**config.mk**
```make
export PLATFORM = sky130hd
export DESIGN_NAME = dmem_arbiter
export DESIGN_NICKNAME = d
export VERILOG_FILES = /design/src/rtl/dmem_pkg.sv /design/src/rtl/dmem_rd_tag.sv /design/src/rtl/dmem_arbiter.sv
export SDC_FILE = /design/constraint.sdc
export NUM_CORES = 1
export LEC_CHECK = 0
export BUFFER_PORTS_ARGS = -buffer_cell sky130_fd_sc_hd__buf_4
export CORE_MARGIN = 4
export CORE_UTILIZATION = 32
export DETAILED_ROUTE_END_ITERATION = 10
export HOLD_SLACK_MARGIN = 0.08
export PLACE_DENSITY = 0.76
export SETUP_SLACK_MARGIN = 0.5
export SKIP_LAST_GASP = 1
export SLEW_MARGIN = 10
export SYNTH_ARGS = -nofsm -noshare
export SYNTH_HDL_FRONTEND = slang
export SYNTH_SLANG_ARGS = --single-unit
```
**constraint.sdc**
```tcl
create_clock -name clk -period 1.9 [get_ports clk]
set_clock_uncertainty 0.2 [all_clocks]
set_input_delay 0.095 -clock clk [delete_from_list [all_inputs] [get_ports clk]]
set_output_delay 0.095 -clock clk [all_outputs]
set_load 0.02 [all_outputs]
```
**src/rtl/dmem_pkg.sv**
```systemverilog
// Shared definitions for the data-memory arbiter: arbitration state,
// read-return owner encoding and default widths/limits.
package dmem_pkg;

  // Default address and data widths (Mem is byte-wide).
  localparam int unsigned ADDR_W_DEF    = 32;
  localparam int unsigned DATA_W_DEF    = 8;

  // Default fairness limits for the loader port.
  localparam int unsigned MAX_WAIT_DEF  = 4;
  localparam int unsigned MAX_BURST_DEF = 8;

  // Arbitration state: normal pipeline-priority mode or loader burst ownership.
  typedef enum logic {
    ST_IDLE   = 1'b0,
    ST_LBURST = 1'b1
  } arb_state_e;

  // Which requester a returning read byte belongs to.
  typedef enum logic {
    OWN_P = 1'b0,
    OWN_L = 1'b1
  } owner_e;

endpackage

```
**src/rtl/dmem_rd_tag.sv**
```systemverilog
// One-cycle read-return tag: remembers who issued the read and steers the
// returning Mem byte to that port, holding each port's last returned byte.
module dmem_rd_tag
  import dmem_pkg::*;
#(
  parameter int unsigned DATA_W = DATA_W_DEF
) (
  input  logic              clk,
  input  logic              reset,
  input  logic              rd_issue,
  input  owner_e            rd_owner,
  input  logic [DATA_W-1:0] mem_rdata,
  output logic              p_rvalid,
  output logic [DATA_W-1:0] p_rdata,
  output logic              l_rvalid,
  output logic [DATA_W-1:0] l_rdata
);

  logic              tag_valid_q, tag_valid_d;
  owner_e            tag_owner_q, tag_owner_d;
  logic [DATA_W-1:0] p_hold_q, p_hold_d;
  logic [DATA_W-1:0] l_hold_q, l_hold_d;

  // Demux the returning byte; reset suppresses any in-flight result at once.
  always_comb begin
    tag_valid_d = rd_issue;
    tag_owner_d = rd_owner;
    p_rvalid    = tag_valid_q && (tag_owner_q == OWN_P) && !reset;
    l_rvalid    = tag_valid_q && (tag_owner_q == OWN_L) && !reset;
    p_hold_d    = p_rvalid ? mem_rdata : p_hold_q;
    l_hold_d    = l_rvalid ? mem_rdata : l_hold_q;
    p_rdata     = reset ? '0 : p_hold_d;
    l_rdata     = reset ? '0 : l_hold_d;
  end

  // Tag and per-port hold registers.
  always_ff @(posedge clk) begin
    if (reset) begin
      tag_valid_q <= 1'b0;
      tag_owner_q <= OWN_P;
      p_hold_q    <= '0;
      l_hold_q    <= '0;
    end else begin
      tag_valid_q <= tag_valid_d;
      tag_owner_q <= tag_owner_d;
      p_hold_q    <= p_hold_d;
      l_hold_q    <= l_hold_d;
    end
  end

endmodule

```
**src/rtl/dmem_arbiter.sv**
```systemverilog
// Arbiter sharing the byte-wide data memory between the pipeline MEM stage
// (port P) and the loader/debug port (port L). Pipeline has priority, the
// loader is protected from starvation and may hold a bounded locked burst.
module dmem_arbiter
  import dmem_pkg::*;
#(
  parameter int unsigned ADDR_W    = ADDR_W_DEF,
  parameter int unsigned DATA_W    = DATA_W_DEF,
  parameter int unsigned MAX_WAIT  = MAX_WAIT_DEF,
  parameter int unsigned MAX_BURST = MAX_BURST_DEF
) (
  input  logic              clk,
  input  logic              reset,
  input  logic              p_req,
  input  logic              p_we,
  input  logic [ADDR_W-1:0] p_addr,
  input  logic [DATA_W-1:0] p_wdata,
  output logic              p_stall,
  output logic              p_rvalid,
  output logic [DATA_W-1:0] p_rdata,
  input  logic              l_req,
  input  logic              l_we,
  input  logic              l_lock,
  input  logic [ADDR_W-1:0] l_addr,
  input  logic [DATA_W-1:0] l_wdata,
  output logic              l_gnt,
  output logic              l_rvalid,
  output logic [DATA_W-1:0] l_rdata,
  output logic              mem_read,
  output logic              mem_write,
  output logic [ADDR_W-1:0] mem_addr,
  output logic [DATA_W-1:0] mem_wdata,
  input  logic [DATA_W-1:0] mem_rdata
);

  localparam int unsigned WAIT_W  = $clog2(MAX_WAIT + 1);
  localparam int unsigned BURST_W = $clog2(MAX_BURST + 1);
  localparam logic [WAIT_W-1:0]  WAIT_MAX  = WAIT_W'(MAX_WAIT);
  localparam logic [BURST_W-1:0] BURST_MAX = BURST_W'(MAX_BURST);

  arb_state_e         state_q, state_d;
  logic [WAIT_W-1:0]  cnt_wait_q, cnt_wait_d;
  logic [BURST_W-1:0] burst_cnt_q, burst_cnt_d;
  logic               grant_p, grant_l;
  logic               rd_issue;
  owner_e             rd_owner;

  // Grant decision and next arbitration state from current state and requests.
  always_comb begin
    grant_p     = 1'b0;
    grant_l     = 1'b0;
    state_d     = state_q;
    burst_cnt_d = burst_cnt_q;
    unique case (state_q)
      ST_IDLE: begin
        if (l_req && (cnt_wait_q == WAIT_MAX)) begin
          grant_l = 1'b1;
        end else if (p_req) begin
          grant_p = 1'b1;
        end else if (l_req) begin
          grant_l = 1'b1;
        end
        if (grant_l && l_lock) begin
          state_d     = ST_LBURST;
          burst_cnt_d = BURST_W'(1);
        end
      end
      ST_LBURST: begin
        if (l_req && l_lock && (burst_cnt_q < BURST_MAX)) begin
          grant_l     = 1'b1;
          burst_cnt_d = burst_cnt_q + BURST_W'(1);
        end else begin
          state_d     = ST_IDLE;
          burst_cnt_d = '0;
          if (p_req) begin
            grant_p = 1'b1;
          end else if (l_req) begin
            grant_l = 1'b1;
          end
        end
      end
      default: begin
        state_d     = ST_IDLE;
        burst_cnt_d = '0;
      end
    endcase
    if (reset) begin
      grant_p = 1'b0;
      grant_l = 1'b0;
    end
  end

  // Loader starvation counter: counts consecutive denied loader cycles.
  always_comb begin
    cnt_wait_d = '0;
    if (l_req && !grant_l) begin
      cnt_wait_d = (cnt_wait_q == WAIT_MAX) ? cnt_wait_q : cnt_wait_q + WAIT_W'(1);
    end
  end

  // Drive Mem from the granted port; everything is zero when nobody is granted.
  always_comb begin
    mem_read  = 1'b0;
    mem_write = 1'b0;
    mem_addr  = '0;
    mem_wdata = '0;
    if (grant_p) begin
      mem_read  = !p_we;
      mem_write = p_we;
      mem_addr  = p_addr;
      mem_wdata = p_wdata;
    end else if (grant_l) begin
      mem_read  = !l_we;
      mem_write = l_we;
      mem_addr  = l_addr;
      mem_wdata = l_wdata;
    end
    rd_issue = mem_read;
    rd_owner = grant_l ? OWN_L : OWN_P;
    p_stall  = p_req && !grant_p && !reset;
    l_gnt    = grant_l;
  end

  // Arbitration state and counters.
  always_ff @(posedge clk) begin
    if (reset) begin
      state_q     <= ST_IDLE;
      cnt_wait_q  <= '0;
      burst_cnt_q <= '0;
    end else begin
      state_q     <= state_d;
      cnt_wait_q  <= cnt_wait_d;
      burst_cnt_q <= burst_cnt_d;
    end
  end

  dmem_rd_tag #(
    .DATA_W(DATA_W)
  ) u_rd_tag (
    .clk      (clk),
    .reset    (reset),
    .rd_issue (rd_issue),
    .rd_owner (rd_owner),
    .mem_rdata(mem_rdata),
    .p_rvalid (p_rvalid),
    .p_rdata  (p_rdata),
    .l_rvalid (l_rvalid),
    .l_rdata  (l_rdata)
  );

endmodule
```
==> flow_summary.toml <==
[grt]
grt_max_degree = 27
grt_pass1_wl_microns = 11500
first_global_vias = 2391
overflow = 0
grt_util_all_layers_pct = 23.4
antenna_found_initial = 0

[timing]
fin_crit_sh_pct = 113
slew_headroom_pct = 62.3
worstMarginPinSlew_ns = 0.566
setup-tns-final_ns = -9.88
setup_violations = 44
rsz0062_at_grt = "true"
whs_ns = -0.0932
finalHoldViolations = 9
setup_slack_ns = -0.252
max_freq_mhz = 465
maxSlewViolCount = 0
min_period_ns = 2.15

[clocking]
cts_tree = "yes"
cts_sinks = 26
path_clk_slew_ns = 0.09
root_buffer = "clkbuf_8"
cts_max_level = 1
hold_buffers = 6
cts_inserted_buffers = 3
clk_latency_ns = 0.27
cts_buffer_depth = 2

[worst_setup_path]
r2r-start = "cnt_wait_q[1]"
endpoint_kind = "output pin"
setup.worst_path.class = "reg -> out"
r2r_slack_ns = 0.11
startpoint_type = "flop"
r2r-end = "burst_cnt_q[0]"
crit_arrival_ns = 1.86
cp_max_fo = 24
r2r.worst_path.cells = 8
cp_data_required_time_ns = 1.60

[yosys]
async_flop_share_pct = 0
synth_nets = 284
synth_edf_count = 0
ys.flop_type = "dfxtp_1"
synth_top_area_share_pct = 32.9
yosysMostFrequentCell = "a22o_1"
avgSynthCellArea_sq_um = 8.51
synth.distinct_cells = 35
synth_top_cell_by_area = "dfxtp_1"
synth_common_cells = "a22o_1 (43), nand2_1 (30), dfxtp_1 (26)"
synthTopCellsByArea = "dfxtp_1 (33%), a22o_1 (24%), nand2_1 (7.1%), a21oi_1 (6.3%), nand3_1 (2.8%)"
synth.cell_area_sq_um = 1580
syn_inst = 186
ys_seq_area_share_pct = 32.9
yosysWarnings = 0
ys_seq_elements = 26

[flow_run]
drv_cap = 0

[finish]
diodes = 0
area_growth_pct = 161
register_area_sq_um = 529
drive_above_1_share_pct = 79.6
nets = 471
nFillCells = 256
final_core_utilization_pct = 86.9
final_cells = 439
multi_input_area_sq_um = 1740

[placed_design]
gp_congestion = 0.815
port_buffers = 156
hpwl_microns = 5690
dp_slack_ns = 0.0335
dpl.cell_count = 403

[floorplan]
die-width_microns = 78.3
dieArea_sq_um = 6140
io_pins = 157
rows = 25
coreArea_sq_um = 4750
die_h_microns = 78.3
initial_core_util_pct = 33.3

[power_and_ir_drop]
p_comb_share_pct = 42.0
switching_power_mw = 0.538
p_int_mw = 1.25
p_clk_share_pct = 26.1
peakVddDrop_mv = 0.345
p_seq_share_pct = 31.9
leakage_nw = 1.90
p_sw_share_pct = 30.1
powerDensity_nw_per_um2 = 432

[drt]
wirelength_microns = 8670
route.detailed.drc = 0
drt_iter0_drc = 85
viasPerCell = 5.29
ant_nets = 0
firstDrtPassIters = 4
vias = 2323
wl_per_cell_microns = 19.8

[run_status]
violations = "negative hold slack, negative setup slack"
outcome = "complete, but fails checks"

[worst_hold_path]
min_path_cells = 3
hold_path_end = "u_rd_tag.p_hold_q[6]"
hp-class = "in -> reg"
hold_start = "mem_rdata[6]"
[worst max-delay path: stages, from the launching register on]
cell      delay (ns)
dfxtp_2         0.34
inv_2           0.06
ha_4            0.14
buf_6           0.09
nand3b_1        0.15
a31oi_4         0.28
buf_12          0.24
a22o_4          0.14
buf_4           0.13
[power groups by stage]
stage,clock [mW],sequential [mW],combinational [mW]
2_1_floorplan,0,0.577,0.327
3_3_place_gp,0,0.582,0.621
3_5_place_dp,0,0.583,0.629
4_1_cts,0.471,0.569,0.697
5_1_grt,0.501,0.572,0.790
6_report,0.465,0.570,0.750
[what timing repair did]
item	in CTS	in global routing
pin swaps	23	24
endpoints found under the setup margin	77	71
hold endpoints to repair	23	13
cloned	1	1
gates resized for setup	53	41
setup buffers	13	11
[stage by stage]
step           area, sq um  power, mW
2_1_floorplan         2090      0.904
3_3_place_gp          3350       1.20
3_5_place_dp          3350       1.21
4_1_cts               3800       1.74
5_1_grt               4130       1.86
6_report              4130       1.79
[cell type report]
| type | count | area share (%) |
|---|---|---|
| tap | 67 | 2.03 |
| sequential | 26 | 12.8 |
| clock buffer | 3 | 1.00 |
| multi-input combinational | 138 | 42.1 |
| inverter | 7 | 0.636 |
| clock inverter | 1 | 0.727 |
| timing repair buffer | 197 | 40.7 |
[metal layers]
metal / up-vias / wire, microns / track usage, %
li1: 1071 / - / -
met1: 1101 / 3010 / 23.6
met2: 125 / 4670 / 45.4
met3: 26 / 727 / 7.80
met4: 0 / 257 / 6.29
met5: - / 0 / 0
[worst max-delay path by stage]
| stage | end | cells past startpoint | slack [ns] | from |
|---|---|---|---|---|
| global route | mem_write | 8 | -0.31 | cnt_wait_q[1] |
| global placement | mem_addr[19] | 5 | 0.05 | state_q |
| CTS | mem_addr[19] | 8 | -0.21 | cnt_wait_q[1] |
| floorplan | mem_addr[0] | 6 | 0.18 | cnt_wait_q[0] |
| finish | mem_addr[19] | 8 | -0.25 | cnt_wait_q[1] |
| detailed placement | mem_addr[19] | 7 | 0.03 | cnt_wait_q[0] |
[layout by cell type, fill, tap and decap left out, types with 2 or more instances in the layout]
cell and n:
buf_4 162, nor3b_1 2, nand2_2 4, dfxtp_1 21
dlygate4sd3_1 6, buf_12 7, a21oi_2 2, nand3_2 2
nand2_1 14, nor2_1 4, nand3_4 6, buf_6 21
dfxtp_2 4, nand3b_1 3, a22o_1 3, a21oi_1 3
inv_2 2, clkbuf_8 3, o41ai_2 2, inv_1 5
ha_1 2, nand2_8 2, a21oi_4 15, nand2_4 11
a22o_4 40
[sequential cells by signal, indices dropped and copies added (netlist names)]
register              count
burst_cnt_q               4
cnt_wait_q                3
state_q                   1
u_rd_tag.l_hold_q         8
u_rd_tag.p_hold_q         8
u_rd_tag.tag_owner_q      1
u_rd_tag.tag_valid_q      1
[cell families after synthesis]
kind of cell / after synthesis / share of synthesized area, %
xor gates and xnor gates: 1 / 0.553
AOI/OAI and AO/OA: 72 / 35.4
muxes: 1 / 0.711
and+or+nand+nor: 60 / 20.1
DFF: 26 / 32.9
buffers and inverters: 23 / 7.98
adders and majority gates: 3 / 2.37
Note: power is estimated with default switching activity, not from simulation.
